===== config.mk =====
export PLATFORM = sky130hd
export DESIGN_NAME = wb_sram_resp
export DESIGN_NICKNAME = d
export VERILOG_FILES = /design/src/rtl/wb_sram_resp.sv
export SDC_FILE = /design/constraint.sdc
export NUM_CORES = 1
export LEC_CHECK = 0
export ABC_AREA = 1
export BUFFER_PORTS_ARGS = -buffer_cell sky130_fd_sc_hd__buf_4
export CORE_UTILIZATION = 45
export CTS_CLUSTER_SIZE = 28
export DETAILED_ROUTE_END_ITERATION = 16
export GPL_ROUTABILITY_DRIVEN = 0
export GPL_TIMING_DRIVEN = 0
export PLACE_DENSITY_LB_ADDON = 0.2
export SYNTH_ARGS = -nofsm -noshare
export SYNTH_HDL_FRONTEND = slang
export SYNTH_SLANG_ARGS = --single-unit

===== constraint.sdc =====
create_clock -name wbs_clk_i -period 3.6 [get_ports wbs_clk_i]
set_clock_uncertainty 0.1 [all_clocks]
set_input_delay 0 -clock wbs_clk_i [delete_from_list [all_inputs] [get_ports wbs_clk_i]]
set_output_delay 0 -clock wbs_clk_i [all_outputs]
set_load 0.02 [all_outputs]

===== src/rtl/wb_sram_resp.sv =====
// wb_sram_resp: Wishbone classic slave that fronts a single-port SRAM macro.
// Accepts one transfer at a time, maps in-window addresses onto SRAM words,
// and answers out-of-window addresses with an error pulse without touching
// the memory. Every output is driven straight from a flop.
//
// Handshake: a request is cyc&stb sampled at a rising edge while IDLE; its
// completion is a single-cycle pulse on wbs_ack_o (write/read) or wbs_err_o
// (address miss). After any completion the FSM spends one cycle in ACK, where
// stb is ignored, so a master that keeps stb up for one edge past the pulse
// is not accepted twice. Dropping cyc during a read abandons it silently.
module wb_sram_resp #(
    parameter int unsigned AW        = 8,
    parameter logic [31:0] BASE_ADDR = 32'h0000_0000,
    parameter int unsigned RD_LAT    = 1
) (
    input  logic          wbs_clk_i,
    input  logic          wbs_rst_i,
    input  logic          wbs_cyc_i,
    input  logic          wbs_stb_i,
    input  logic [31:0]   wbs_adr_i,
    input  logic          wbs_we_i,
    input  logic [31:0]   wbs_dat_i,
    input  logic [3:0]    wbs_sel_i,
    output logic [31:0]   wbs_dat_o,
    output logic          wbs_ack_o,
    output logic          wbs_err_o,
    output logic          mem_csb_o,
    output logic          mem_web_o,
    output logic [3:0]    mem_wmask_o,
    output logic [AW-1:0] mem_addr_o,
    output logic [31:0]   mem_din_o,
    input  logic [31:0]   mem_dout_i,
    output logic [2:0]    dbg_state_o
);

    typedef enum logic [2:0] {
        S_IDLE  = 3'd0,
        S_WR    = 3'd1,
        S_RD    = 3'd2,
        S_RWAIT = 3'd3,
        S_ACK   = 3'd4,
        S_ERR   = 3'd5
    } state_t;

    // Counter preload: the RD cycle itself accounts for one cycle of latency.
    localparam logic [2:0] LAT_LOAD = 3'(RD_LAT - 1);

    state_t        state_q, state_d;
    logic [2:0]    cnt_q, cnt_d;
    logic [31:0]   dat_q, dat_d;
    logic          ack_q, ack_d;
    logic          err_q, err_d;
    logic          csb_q, csb_d;
    logic          web_q, web_d;
    logic [3:0]    wmask_q, wmask_d;
    logic [AW-1:0] addr_q, addr_d;
    logic [31:0]   din_q, din_d;

    logic req;
    logic addr_hit;
    logic adr_unused;

    assign req      = wbs_cyc_i & wbs_stb_i;
    assign addr_hit = (wbs_adr_i[31:AW+2] == BASE_ADDR[31:AW+2]);
    // Byte-lane bits of the address carry no information for word accesses.
    assign adr_unused = ^wbs_adr_i[1:0];

    // Next-state and registered-output decode; idle memory pins by default.
    always_comb begin
        state_d = state_q;
        cnt_d   = cnt_q;
        dat_d   = dat_q;
        ack_d   = 1'b0;
        err_d   = 1'b0;
        csb_d   = 1'b1;
        web_d   = 1'b1;
        wmask_d = 4'h0;
        addr_d  = addr_q;
        din_d   = din_q;

        case (state_q)
            S_IDLE: begin
                if (req) begin
                    if (!addr_hit) begin
                        state_d = S_ERR;
                    end else if (wbs_we_i) begin
                        // Write is presented to the SRAM and acked in the
                        // same cycle; an all-zero mask skips the macro.
                        state_d = S_WR;
                        csb_d   = (wbs_sel_i == 4'h0);
                        web_d   = 1'b0;
                        wmask_d = wbs_sel_i;
                        addr_d  = wbs_adr_i[AW+1:2];
                        din_d   = wbs_dat_i;
                        ack_d   = 1'b1;
                    end else begin
                        state_d = S_RD;
                        csb_d   = 1'b0;
                        addr_d  = wbs_adr_i[AW+1:2];
                    end
                end
            end

            S_WR: begin
                state_d = S_ACK;
            end

            S_RD: begin
                if (!wbs_cyc_i) begin
                    state_d = S_IDLE;
                    cnt_d   = 3'd0;
                end else begin
                    state_d = S_RWAIT;
                    cnt_d   = LAT_LOAD;
                end
            end

            S_RWAIT: begin
                if (!wbs_cyc_i) begin
                    // Abandoned read: no ack and read data left untouched.
                    state_d = S_IDLE;
                    cnt_d   = 3'd0;
                end else if (cnt_q == 3'd0) begin
                    dat_d   = mem_dout_i;
                    ack_d   = 1'b1;
                    state_d = S_ACK;
                end else begin
                    cnt_d = cnt_q - 3'd1;
                end
            end

            S_ERR: begin
                err_d   = 1'b1;
                state_d = S_ACK;
            end

            S_ACK: begin
                state_d = S_IDLE;
            end

            default: begin
                state_d = S_IDLE;
                cnt_d   = 3'd0;
            end
        endcase
    end

    // State and output registers; reset forces idle pins without a clock.
    always_ff @(posedge wbs_clk_i or posedge wbs_rst_i) begin
        if (wbs_rst_i) begin
            state_q <= S_IDLE;
            cnt_q   <= 3'd0;
            dat_q   <= 32'h0;
            ack_q   <= 1'b0;
            err_q   <= 1'b0;
            csb_q   <= 1'b1;
            web_q   <= 1'b1;
            wmask_q <= 4'h0;
            addr_q  <= '0;
            din_q   <= 32'h0;
        end else begin
            state_q <= state_d;
            cnt_q   <= cnt_d;
            dat_q   <= dat_d;
            ack_q   <= ack_d;
            err_q   <= err_d;
            csb_q   <= csb_d;
            web_q   <= web_d;
            wmask_q <= wmask_d;
            addr_q  <= addr_d;
            din_q   <= din_d;
        end
    end

    assign wbs_dat_o   = dat_q;
    assign wbs_ack_o   = ack_q;
    assign wbs_err_o   = err_q;
    assign mem_csb_o   = csb_q;
    assign mem_web_o   = web_q;
    assign mem_wmask_o = wmask_q;
    assign mem_addr_o  = addr_q;
    assign mem_din_o   = din_q;
    assign dbg_state_o = state_q;

endmodule


==> out/qor.log, run 1 <==
INFO  job            maxCapViolations=0
INFO  setup_path     worstReg2RegEnd=mem_din_o[23]
INFO  global_routing grt_pass1_wl=18900µm
INFO  global_routing via_count_of_the_first_global_routing_pass=4064
INFO  place          numPortBuffers=184
INFO  min_path       timing.hold.worst_path_depth=5
INFO  layout         final_core_utilization=0.817
INFO  cts            cts_tree=built
INFO  global_routing globalRouteMet2Util=0.524
INFO  cts            tritoncts.num_buffers=9
INFO  layout         nets=797
INFO  drt            number_of_nets_with_antenna_violations_after_routing=0
INFO  min_path       worstHoldEndpoint=dbg_state_o[2]
INFO  synthesis      post_synth_most_frequent_cells=206 x sky130_fd_sc_hd__nand2_1, 84 x sky130_fd_sc_hd__dfrtp_1, 35 x sky130_fd_sc_hd__nand3_1, 31 x sky130_fd_sc_hd__nor2_1, 16 x sky130_fd_sc_hd__inv_1
INFO  sta            timing.final.crit_share=0.612
INFO  min_path       worst_hold_startpoint=wbs_stb_i
INFO  global_routing globalRouteMet3Util=0.0547
INFO  cts            clk_pin_slew=0.08ns
INFO  synthesis      post_synth_main_area_contributors=sky130_fd_sc_hd__dfrtp_1 60%, sky130_fd_sc_hd__nand2_1 22%, sky130_fd_sc_hd__nand3_1 5.0%
INFO  setup_path     cpPeakStageDelay=0.57ns
INFO  synthesis      synth_cells=412
INFO  die            floorplan.die.height=90.4µm
INFO  sta            hold_slack=0.0663ns
INFO  die            core_region_area=7410µm²
INFO  sta            tightestPinTransition=0.529ns
INFO  die            die_w=90.4µm
INFO  cts            cts.sinks=86
INFO  synthesis      yosys.cell_count.top_type=sky130_fd_sc_hd__nand2_1
INFO  drt            detailedRoute.firstIterationViolations=141
INFO  pwr            power.static_leakage=3.44nW
INFO  setup_path     cp_data_required_time=3.77ns
INFO  run_status     outcome=completed
INFO  synthesis      async_reset_ff_frac=1.00
INFO  sta            fin_crit=2.20ns
INFO  cts            clock_path_buffers=2
INFO  sta            setup_viol_count_final=0
INFO  synthesis      syn-num-nets=519
INFO  global_routing highest_utilization_routing_layer_at_the_global_route_stage=met2
INFO  synthesis      synthFlopType=sky130_fd_sc_hd__dfrtp_1
INFO  synthesis      synth_enable_flop_cells=0
INFO  sta            final_max_slew_viol_count=0
INFO  layout         flow.area_growth_from_synthesis=72.3%
INFO  cts            cts-htree-levels=3
INFO  drt            routed_wl=11500µm
INFO  drt            post_drt_via_cell_ratio=4.88
INFO  synthesis      yosys.area.top_type_share=0.598
INFO  cts            worst_skew_pair.late_latency=0.33ns
INFO  sta            fin_setup_tns=0ns
INFO  layout         antenna_cell_count=0
INFO  place          dp_hpwl=6980µm
INFO  synthesis      yosysTopAreaCell=sky130_fd_sc_hd__dfrtp_1
INFO  synthesis      synth.cell_area=3510µm²
INFO  layout         final_layout_size_suffix_gt1_frac=0.315
INFO  die            design.portCount=188
INFO  die            floorplan.initialDensity=0.474
INFO  setup_path     ff2ff_setup_slack=1.40ns
INFO  setup_path     arrival_time_worst_endpoint=2.37ns
INFO  setup_path     worst-r2r-cell-count=9
INFO  pwr            total_power_divided_by_cell_area=318nW/µm²
INFO  global_routing grt_max_degree=47
INFO  sta            max_slew_margin=0.647
INFO  setup_path     reg2reg_from=dbg_state_o[0]
INFO  global_routing groute.layer.met1.usage=0.325
INFO  global_routing global_route.usage.total=0.289
INFO  sta            hold_viol=0
INFO  sta            grt_setup_unrepaired=false
INFO  die            area_enclosed_by_the_die_boundary=8170µm²
INFO  die            row_count=31
INFO  synthesis      post_synthesis_area_per_instance=8.53µm²
INFO  cts            clockRootBuffer=sky130_fd_sc_hd__clkbuf_8
INFO  global_routing grt_ovf=0
INFO  setup_path     worstSetupPathType=reg2reg
INFO  synthesis      synth.ff_latch_count=86
INFO  setup_path     worst_setup_path_start_kind=register
INFO  drt            drc=0
INFO  layout         layout.filler_cells=454
INFO  drt            num_vias=3872
INFO  sta            max_freq=454MHz
INFO  drt            routed_wire_length_per_instance=14.4µm
INFO  setup_path     setup.worst_path.start=dbg_state_o[0]
INFO  synthesis      synth.lib_cells_used.distinct=20
INFO  min_path       hold_path.class=in2reg
INFO  synthesis      synth_seq_area_share=0.613
INFO  drt            detail_route.first_pass.iterations=4
INFO  setup_path     timing.critical_path.to_type=register
INFO  pwr            irDropWorstVdd=0.264mV
INFO  cts            buffers_inserted_by_post_cts_timing_repair=0
INFO  global_routing number_of_antenna_violations_at_the_first_check_in_global_routing=0
INFO  setup_path     cells_traversed_along_the_worst_timing_path=nor2_1, nand2_1, nor2_1, inv_2, nor2_4, buf_2, nand3_1, dlygate4sd3_1, nand2_1
INFO  synthesis      yosysWarningCount=0
INFO  setup_path     largest_fanout_of_any_net_on_the_critical_path=10
INFO  setup_path     critical_path.slowest_cell=sky130_fd_sc_hd__dlygate4sd3_1
[timing repair]
item	in CTS	in global routing
hold buffers	82	0
resized for setup	0	0
endpoints found under the hold margin	120	0
[state kept, by name (all words and copies together) (netlist names)]
register     flops
cnt_q            3
dbg_state_o      3
mem_addr_o       8
mem_csb_o        1
mem_din_o       32
mem_web_o        1
mem_wmask_o      4
wbs_ack_o        1
wbs_dat_o       32
wbs_err_o        1
[routing by layer]
layer,wire length (µm),up-vias
li1,-,1826
met2,5930,165
met3,652,34
met4,382,0
met1,4480,1847
met5,0,-
[worst max path at each step]
stage / endpoint / slack, ns / cells after the start
after floorplan: cnt_q[0] / 1.28 / 1
after detailed placement: wbs_dat_o[27] / 1.79 / 9
after global placement: mem_addr_o[0] / 0.35 / 2
final: mem_din_o[23] / 1.40 / 9
after global routing: mem_din_o[23] / 1.18 / 9
after CTS: mem_din_o[24] / 1.39 / 9
[where the power goes]
part	switching (mW)	internal (mW)
combinational	0.133	0.167
clock	0.319	0.318
sequential	0.0110	0.979
total	0.463	1.46
[through the flow]
step	power (mW)	cells	cell area [µm²]	setup slack, ns
6_report	1.93	794	6050	1.40
4_1_cts	1.94	794	6050	1.39
5_1_grt	2.01	794	6050	1.18
3_3_place_gp	1.22	695	5020	0.354
3_5_place_dp	1.24	696	5050	1.79
2_1_floorplan	1.10	412	3510	1.28
[cell usage in the layout, fill, tap and decap left out, types with 3 or more instances in the layout]
cell type,instances
sky130_fd_sc_hd__buf_2,7
sky130_fd_sc_hd__buf_4,184
sky130_fd_sc_hd__buf_6,3
sky130_fd_sc_hd__clkbuf_1,10
sky130_fd_sc_hd__clkbuf_8,9
sky130_fd_sc_hd__clkinv_2,3
sky130_fd_sc_hd__dfrtp_1,84
sky130_fd_sc_hd__dlygate4sd3_1,82
sky130_fd_sc_hd__inv_1,15
sky130_fd_sc_hd__nand2_1,206
sky130_fd_sc_hd__nand3_1,35
sky130_fd_sc_hd__nand4_1,3
sky130_fd_sc_hd__nor2_1,31
sky130_fd_sc_hd__o21ai_0,4
[worst max-delay path, delay by kind of cell, from the launching register on]
kind,cells,cell delay (ns)
AND/OR/NAND/NOR,6,0.75
buffers and inverters,3,0.87
flip-flops,1,0.41
[logic make-up after synthesis]
logic type,count (synthesis),synth area share
flops,86,0.613
simple gates,281,0.321
compound gates,7,0.0110
fa+ha+maj,2,0.00712
buf+inv,36,0.0473
[cell type report]
cell class	count	area, µm²	share of cell area
Timing Repair Buffer	267	2230	0.368
Clock buffer	11	131	0.0217
Tap cell	99	124	0.0205
Buffer	18	98.8	0.0163
Multi-Input combinational cell	290	1190	0.197
Inverter	18	70.1	0.0116
Clock inverter	5	52.6	0.00868
Sequential cell	86	2150	0.356
Note: power is estimated with default switching activity, not from simulation.
==> run 2, diff against run 1 <==
- ABC_AREA: 1 -> 0
- CORE_UTILIZATION: 45 -> 40
- clock period: 3.6 -> 1.8 ns (I/O delays scaled with it)
==> run 2 against run 1 <==
Compared with the run above:
- the flow now finishes with violations (negative setup slack)
- design area is 10% higher
- worst hold slack worse by 0.033 ns
- routed wire length is 2.5% lower
- area after synthesis is 4.8% lower
- non-clock buffer count is 12 higher
- count of clock-buffer cells in the layout is 1 lower
==> out/qor.log, run 2 <==
INFO  synthesis      yosys.area.top_type_share=0.628 [+0.0300]
INFO  global_routing grt_max_degree=42 [-11%]
INFO  cts            cts_tree=built
INFO  global_routing global_route.usage.total=0.258 [-0.0312]
INFO  cts            clk_pin_slew=0.08ns [about the same]
INFO  synthesis      synth.ff_latch_count=86 [unchanged]
INFO  run_status     failed_checks=negative setup slack
INFO  die            floorplan.initialDensity=0.422 [-0.0522]
INFO  place          dpl.cell_count=507 [-27%]
INFO  layout         post_route_cell_area=6680µm² [+10%]
INFO  cts            clockRootBuffer=sky130_fd_sc_hd__clkbuf_8
INFO  global_routing via_count_of_the_first_global_routing_pass=3449 [-15%]
INFO  setup_path     critical_path.slowest_cell=sky130_fd_sc_hd__dfrtp_2
INFO  synthesis      synth_enable_flop_cells=0 [unchanged]
INFO  sta            tightestPinTransition=0.444ns [-0.0850 ns]
INFO  place          placed_cell_area=5060µm² [+0.22%]
INFO  pwr            sw_frac_of_total=0.220 [-0.0208]
INFO  job            maxCapViolations=0 [unchanged]
INFO  cts            tritoncts.num_buffers=9 [unchanged]
INFO  synthesis      synth_seq_area_share=0.644 [+0.0307]
INFO  pwr            power.net_switching=932µW [+100%]
INFO  setup_path     critical_path.top_delay_family=simple AND/OR/NAND/NOR gates
INFO  synthesis      yosysWarningCount=0 [unchanged]
INFO  setup_path     arrival_time_worst_endpoint=2.14ns [-0.23 ns]
INFO  synthesis      syn-num-nets=325 [-37%]
INFO  sta            hold_viol=0 [unchanged]
INFO  drt            detailedRoute.firstIterationViolations=62 [-56%]
INFO  synthesis      synth.lib_cells_used.distinct=29 [+45%]
INFO  die            row_count=32 [+3.2%]
INFO  pwr            power.static_leakage=3.36nW [-2.4%]
INFO  die            design.portCount=188 [unchanged]
INFO  drt            post_drt_via_cell_ratio=4.86 [-0.29%]
INFO  sta            max_slew_margin=0.702 [+0.0544]
INFO  synthesis      post_synth_main_area_contributors=sky130_fd_sc_hd__dfrtp_1 63%, sky130_fd_sc_hd__mux2_2 22%, sky130_fd_sc_hd__mux2_1 2.7%
INFO  die            floorplan.die.height=93.5µm [+3.4%]
INFO  sta            setup_viol_count_final=73 [+73]
INFO  sta            grt_setup_unrepaired=true
INFO  sta            timing.final.ws_setup=-0.209ns [-1.60 ns]
INFO  synthesis      async_reset_ff_frac=1.00 [unchanged]
INFO  cts            cts.sinks=86 [unchanged]
INFO  cts            cts-htree-levels=3 [unchanged]
INFO  layout         final_layout_size_suffix_gt1_frac=0.611 [+0.296]
INFO  die            core_region_area=7930µm² [+7.0%]
INFO  setup_path     timing.critical_path.to_type=register
INFO  place          dp_hpwl=6110µm [-12%]
INFO  synthesis      post_synth_most_frequent_cells=84 x sky130_fd_sc_hd__dfrtp_1, 64 x sky130_fd_sc_hd__mux2_2, 8 x sky130_fd_sc_hd__mux2_1, 7 x sky130_fd_sc_hd__inv_1, 6 x sky130_fd_sc_hd__nand2_1
INFO  pwr            combinational_fraction_of_design_power=0.142 [-0.014]
INFO  setup_path     worst_setup_path_start_kind=register
INFO  pwr            power.internal=3.31mW [+130%]
INFO  drt            drc=0 [unchanged]
INFO  synthesis      yosys.cell_count.top_type=sky130_fd_sc_hd__dfrtp_1
INFO  sta            max_freq=498MHz [+9.7%]
INFO  pwr            power.sequential.fraction=0.472 [-0.042]
INFO  run_status     outcome=finished, violations left
INFO  layout         finalNonFillerCells=625 [-21%]
INFO  global_routing grt_ovf=0 [unchanged]
INFO  place          post-place-ws=-0.673ns [-2.46 ns]
INFO  min_path       hold_path.class=in2reg
INFO  sta            final_max_slew_viol_count=0 [unchanged]
INFO  setup_path     cpPeakStageDelay=0.41ns [-0.16 ns]
INFO  setup_path     worstSetupPathType=reg2reg
INFO  layout         final_core_utilization=0.842 [+0.0248]
INFO  global_routing number_of_antenna_violations_at_the_first_check_in_global_routing=0 [unchanged]
INFO  setup_path     largest_fanout_of_any_net_on_the_critical_path=8 [-2]
INFO  synthesis      synth_cells=218 [-47%]
INFO  drt            detail_route.first_pass.iterations=4 [unchanged]
INFO  synthesis      synthFlopType=sky130_fd_sc_hd__dfrtp_1
INFO  global_routing grt_pass1_wl=17000µm [-10%]
INFO  layout         nets=625 [-22%]
INFO  sta            fin_crit=2.01ns [-0.196 ns]
INFO  synthesis      yosysTopAreaCell=sky130_fd_sc_hd__dfrtp_1
INFO  pwr            p_total=4.24mW [+120%]
INFO  sta            timing.final.crit_share=1.12 [+0.504]
INFO  drt            routed_wire_length_per_instance=17.9µm [+24%]
INFO  setup_path     crit_buf_inv=2 [-1]
INFO  layout         flow.area_growth_from_synthesis=99.4%
INFO  setup_path     cells_traversed_along_the_worst_timing_path=nand2b_4, or3_4, nor4_4, buf_6, clkbuf_16, mux2_4
INFO  drt            num_vias=3039 [-22%]
INFO  setup_path     cp_data_required_time=1.93ns [-1.84 ns]
INFO  die            die_w=93.5µm [+3.4%]
INFO  cts            worst_skew_pair.late_latency=0.34ns [about the same]
INFO  layout         layout_common_cells=196 x sky130_fd_sc_hd__buf_4, 82 x sky130_fd_sc_hd__dfrtp_1, 82 x sky130_fd_sc_hd__dlygate4sd3_1
INFO  pwr            total_power_divided_by_cell_area=636nW/µm² [+100%]
INFO  synthesis      post_synthesis_area_per_instance=15.4µm² [+80%]
INFO  pwr            irDropWorstVdd=0.440mV [+67%]
INFO  place          numPortBuffers=185 [+0.54%]
INFO  layout         layout_commonest_cell=sky130_fd_sc_hd__buf_4
INFO  drt            routed_wl=11200µm [-2.5%]
INFO  drt            number_of_nets_with_antenna_violations_after_routing=0 [unchanged]
INFO  cts            clock_path_buffers=2 [unchanged]
INFO  die            area_enclosed_by_the_die_boundary=8740µm² [+7.0%]
INFO  synthesis      synth.cell_area=3350µm² [-4.8%]
INFO  pwr            power.share.clock=0.386 [+0.056]
==> run 2: changes by cell type in the layout (fill, tap and decap cells not counted), moves of 8 or more <==
| cell | before | now |
|---|---|---|
| sky130_fd_sc_hd__mux2_4 | 0 | 69 |
| sky130_fd_sc_hd__inv_1 | 15 | 6 |
| sky130_fd_sc_hd__nand2_1 | 206 | 5 |
| sky130_fd_sc_hd__clkbuf_16 | 0 | 8 |
| sky130_fd_sc_hd__nand3_1 | 35 | 1 |
| sky130_fd_sc_hd__nor2_1 | 31 | 1 |
| sky130_fd_sc_hd__clkbuf_1 | 10 | 0 |
| sky130_fd_sc_hd__buf_4 | 184 | 196 |
==> run 2: layout make-up <==
type	count	area, µm²
Multi-Input combinational cell	117	1430
Timing Repair Buffer	290	2550
Sequential cell	86	2160
Antenna cell	1	2.50
Buffer	7	135
Inverter	7	30.0
Clock inverter	5	106
Tap cell	102	128
Fill cell	395	1250
Clock buffer	10	138
==> run 2: tightest hold or removal path, stage by stage <==
cell	delay (ns)
sky130_fd_sc_hd__buf_4	0.08
sky130_fd_sc_hd__or4_1	0.11
sky130_fd_sc_hd__or4_1	0.11
sky130_fd_sc_hd__nor3_1	0.08
sky130_fd_sc_hd__inv_1	0.07
==> run 2: final timing paths <==
kind / from / endpoint / slack [ns] / cells after the start
setup / recovery: dbg_state_o[1] / mem_din_o[18] / -0.21 / 6
hold / removal: wbs_adr_i[25] / mem_web_o / 0.03 / 5
setup reg to reg: dbg_state_o[1] / mem_din_o[18] / -0.21 / 6
hold reg to reg: cnt_q[2] / cnt_q[2] / 0.40 / 2
max in group asynchronous: wbs_rst_i / mem_csb_o / 0.95 / 4
min in group asynchronous: wbs_rst_i / mem_din_o[15] / 0.08 / 3
==> run 2: power groups by stage <==
stage	Combinational, mW	Clock [mW]	Sequential (mW)
after CTS	0.592	1.66	2.00
after global routing	0.641	1.74	2.01
final	0.604	1.64	2.00
after floorplan	0.0889	0	2.08
after global placement	0.391	0	2.03
after detailed placement	0.412	0	2.04
==> run 2: cells by family (layout without fill, tap and decap cells) <==
group           count (synthesis)  count (layout)  synth area share
mux                            72              72             0.242
flops                          86              86             0.644
buf+inv                        15             319            0.0239
compound gates                  8               8            0.0150
simple gates                   35              35            0.0677
fa+ha+maj                       2               2           0.00748
other cells                     0               1                 0
==> run 2: through the flow <==
step | hold slack [ns] | setup TNS, ns
after floorplan | -0.0260 | -13.74
after global placement | 0.0735 | -28.25
after detailed placement | -0.0981 | -30.08
after CTS | -0.0421 | -18.27
after global routing | 0.0550 | -12.65
final | 0.0329 | -7.74
==> run 2: what timing repair did <==
item	4_1_cts	5_1_grt
endpoints found under the setup margin	75	78
setup buffers	13	3
resized for setup	54	17
pin swaps	5	5
hold buffers	82	0
hold endpoints to repair	165	0
gates cloned	4	2
==> run 2: metal layers <==
layer | part of all wire | global-route usage | up-vias
li1 | - | - | 1374
met1 | 0.38 | 0.270 | 1501
met2 | 0.53 | 0.493 | 149
met3 | 0.077 | 0.0699 | 15
met4 | 0.014 | 0.0859 | 0
met5 | 0 | 0 | -
==> run 3, diff against run 2 <==
- CAP_MARGIN: default -> 10
- GPL_TIMING_DRIVEN: 0 -> default
==> run 3 against run 2 <==
Compared with the run above:
- the flow still finishes with violations (negative setup slack)
- sequential power barely moved
- largest power group unchanged
- design area fell by 2.8%
- via count is 1.4% lower
- critical endpoint is now mem_din_o[17]
- sequential share of layout area rose by 0.93 points
- global-route usage is 1.0 points lower
- combinational power grew 1%
- power decreased by 9.4%
- critical path depth did not move
- maximum frequency is 1.4% higher
- register-to-register slack better by 0.03 ns
- largest cell class unchanged
- cell count shrank 0.48%
- worst hold slack improved by 0.039 ns
==> out/qor.log, run 3 (same netlist as run 2, synthesis figures left out) <==
INFO  run_status     outcome=finished, violations left
INFO  run_status     failed_checks=negative setup slack
INFO  die            floorplan.initialDensity=0.422 [unchanged]
INFO  cts            clockRootBuffer=sky130_fd_sc_hd__clkbuf_8
INFO  sta            grt_setup_unrepaired=true
INFO  pwr            power.sequential.fraction=0.520 [+0.048]
INFO  drt            post_drt_via_cell_ratio=4.82 [-0.97%]
INFO  setup_path     worst-r2r-cell-count=6 [unchanged]
INFO  setup_path     cpPeakStageDelay=0.40ns [about the same]
INFO  drt            detailedRoute.firstIterationViolations=66 [+6.5%]
INFO  layout         layout.filler_cells=425 [+7.6%]
INFO  setup_path     critical_path.slowest_cell=sky130_fd_sc_hd__dfrtp_2
INFO  drt            drc=0 [unchanged]
INFO  pwr            p_total=3.84mW [-9.4%]
INFO  global_routing number_of_antenna_violations_at_the_first_check_in_global_routing=0 [unchanged]
INFO  cts            cts-htree-levels=3 [unchanged]
INFO  sta            fin_crit=1.98ns [-0.0284 ns]
INFO  cts            cts_tree=built
INFO  layout         final_core_utilization=0.818 [-0.0237]
INFO  place          dp_hpwl=5830µm [-4.5%]
INFO  global_routing grt_pass1_wl=16100µm [-5.2%]
INFO  setup_path     reg2reg_from=dbg_state_o[1]
INFO  global_routing grt_ovf=0 [unchanged]
INFO  setup_path     cells_traversed_along_the_worst_timing_path=nand2b_4, or3_4, nor4_4, buf_6, buf_12, mux2_2
INFO  die            floorplan.die.height=93.5µm [unchanged]
INFO  setup_path     worstSetupPathType=reg2reg
INFO  global_routing via_count_of_the_first_global_routing_pass=3245 [-5.9%]
INFO  cts            cts.sinks=86 [unchanged]
INFO  place          numPortBuffers=185 [unchanged]
INFO  setup_path     cp_data_required_time=1.93ns [about the same]
INFO  pwr            sw_frac_of_total=0.246 [+0.0261]
INFO  cts            clk_pin_slew=0.09ns [about the same]
INFO  setup_path     worstReg2RegEnd=mem_din_o[17]
INFO  min_path       hold_path.class=in2reg
INFO  pwr            power.net_switching=944µW [+1.4%]
INFO  global_routing global_route.usage.total=0.248 [-0.0103]
INFO  setup_path     largest_fanout_of_any_net_on_the_critical_path=9 [+1]
INFO  pwr            power.internal=2.90mW [-12%]
INFO  die            die_w=93.5µm [unchanged]
INFO  pwr            combinational_fraction_of_design_power=0.159 [+0.017]
INFO  min_path       timing.hold.worst_path_depth=4 [-1]
INFO  drt            number_of_nets_with_antenna_violations_after_routing=0 [unchanged]
INFO  drt            num_vias=2995 [-1.4%]
INFO  pwr            irDropWorstVdd=0.325mV [-26%]
INFO  sta            setup_viol_count_final=72 [-1.4%]
INFO  layout         final_layout_size_suffix_gt1_frac=0.607 [-0.00417]
INFO  sta            max_slew_margin=0.701 [-0.000771]
INFO  min_path       worst_hold_startpoint=wbs_cyc_i
INFO  sta            timing.final.ws_setup=-0.180ns [+0.0284 ns]
INFO  drt            detail_route.first_pass.iterations=4 [unchanged]
INFO  setup_path     worst_setup_path_start_kind=register
INFO  setup_path     timing.critical_path.to_type=register
INFO  pwr            power.share.clock=0.321 [-0.065]
INFO  setup_path     arrival_time_worst_endpoint=2.11ns [-0.03 ns]
INFO  cts            worst_skew_pair.late_latency=0.34ns [about the same]
INFO  cts            tritoncts.num_buffers=9 [unchanged]
INFO  layout         nets=621 [-0.64%]
INFO  job            maxCapViolations=0 [unchanged]
INFO  sta            max_freq=505MHz [+1.4%]
INFO  layout         layout_commonest_cell=sky130_fd_sc_hd__buf_4
INFO  min_path       worstHoldEndpoint=dbg_state_o[1]
INFO  pwr            power.static_leakage=3.28nW [-2.3%]
INFO  layout         flow.area_growth_from_synthesis=93.8%
INFO  die            core_region_area=7930µm² [unchanged]
INFO  layout         layout_common_cells=197 x sky130_fd_sc_hd__buf_4, 82 x sky130_fd_sc_hd__dfrtp_1, 81 x sky130_fd_sc_hd__dlygate4sd3_1
INFO  die            design.portCount=188 [unchanged]
INFO  sta            hold_viol=0 [unchanged]
INFO  die            area_enclosed_by_the_die_boundary=8740µm² [unchanged]
INFO  drt            routed_wire_length_per_instance=18.3µm [+2.4%]
INFO  pwr            total_power_divided_by_cell_area=593nW/µm² [-6.8%]
INFO  drt            routed_wl=11400µm [+1.9%]
INFO  cts            clock_path_buffers=2 [unchanged]
INFO  sta            timing.final.crit_share=1.10 [-0.0158]
INFO  sta            tightestPinTransition=0.448ns [+0.00363 ns]
INFO  global_routing grt_max_degree=37 [-12%]
INFO  die            row_count=32 [unchanged]
INFO  setup_path     ff2ff_setup_slack=-0.18ns [+0.03 ns]
INFO  sta            final_max_slew_viol_count=0 [unchanged]
[run 3: what timing repair did]
| item | in CTS | in global routing |
|---|---|---|
| setup buffers | 5 | 1 |
| hold buffers | 81 | 0 |
| setup endpoints to repair | 70 | 72 |
| endpoints found under the hold margin | 165 | 0 |
| cloned | 3 | 3 |
| pin swaps | 0 | 4 |
| resized for setup | 21 | 33 |
[run 3: area by class of cell]
type | instances | area [µm²] | area share
clock buffers | 10 | 138 | 0.0212
diodes | 1 | 2.50 | 0.000386
flip-flops and latches | 86 | 2160 | 0.332
multi-input cells | 117 | 1400 | 0.216
clock inverters | 6 | 45.0 | 0.00694
inverters | 7 | 30.0 | 0.00463
repair buffers | 293 | 2580 | 0.398
well taps | 102 | 128 | 0.0197
[run 3: power by group through the flow]
stage | clock network [mW] | logic, mW | registers, mW
2_1_floorplan | 0 | 0.0889 | 2.08
3_3_place_gp | 0 | 0.415 | 2.03
3_5_place_dp | 0 | 0.420 | 2.03
4_1_cts | 1.27 | 0.577 | 1.99
5_1_grt | 1.35 | 0.650 | 2.00
6_report | 1.23 | 0.611 | 2.00
[run 3: how the worst max path moves through the flow]
stage	start	cells after the start	slack (ns)	to
final	dbg_state_o[1]	6	-0.18	mem_din_o[17]
after global routing	dbg_state_o[1]	6	-0.23	mem_din_o[26]
after CTS	dbg_state_o[1]	6	-0.17	mem_din_o[26]
after detailed placement	wbs_adr_i[20]	6	-0.34	mem_din_o[6]
after global placement	wbs_adr_i[20]	6	-0.32	mem_din_o[15]
after floorplan	dbg_state_o[1]	6	-0.38	mem_din_o[6]
[run 3: stage by stage]
step	worst slack, ns	instance area, µm²	setup TNS [ns]	cells	hold WS [ns]
2_1_floorplan	-0.384	3500	-13.74	218	-0.0260
3_3_place_gp	-0.317	5110	-11.98	513	-0.0657
3_5_place_dp	-0.343	5110	-13.64	513	-0.0529
4_1_cts	-0.171	6310	-7.18	618	0.0469
5_1_grt	-0.235	6480	-12.24	621	0.104
6_report	-0.180	6490	-8.30	622	0.0715
[run 3: per-layer routing]
metal / vias to the layer above / wire length [µm] / global-route usage
li1: 1365 / - / -
met1: 1476 / 4330 / 0.272
met5: - / 0 / 0
met4: 0 / 123 / 0.0821
met3: 12 / 842 / 0.0650
met2: 142 / 6090 / 0.461
[run 3: worst max-delay path: cells and delay by family, from the launching register on]
kind,cells,cell delay (ns)
and+or+nand+nor,3,0.68
muxes,1,0.34
DFF,1,0.40
buffers and inverters,2,0.35
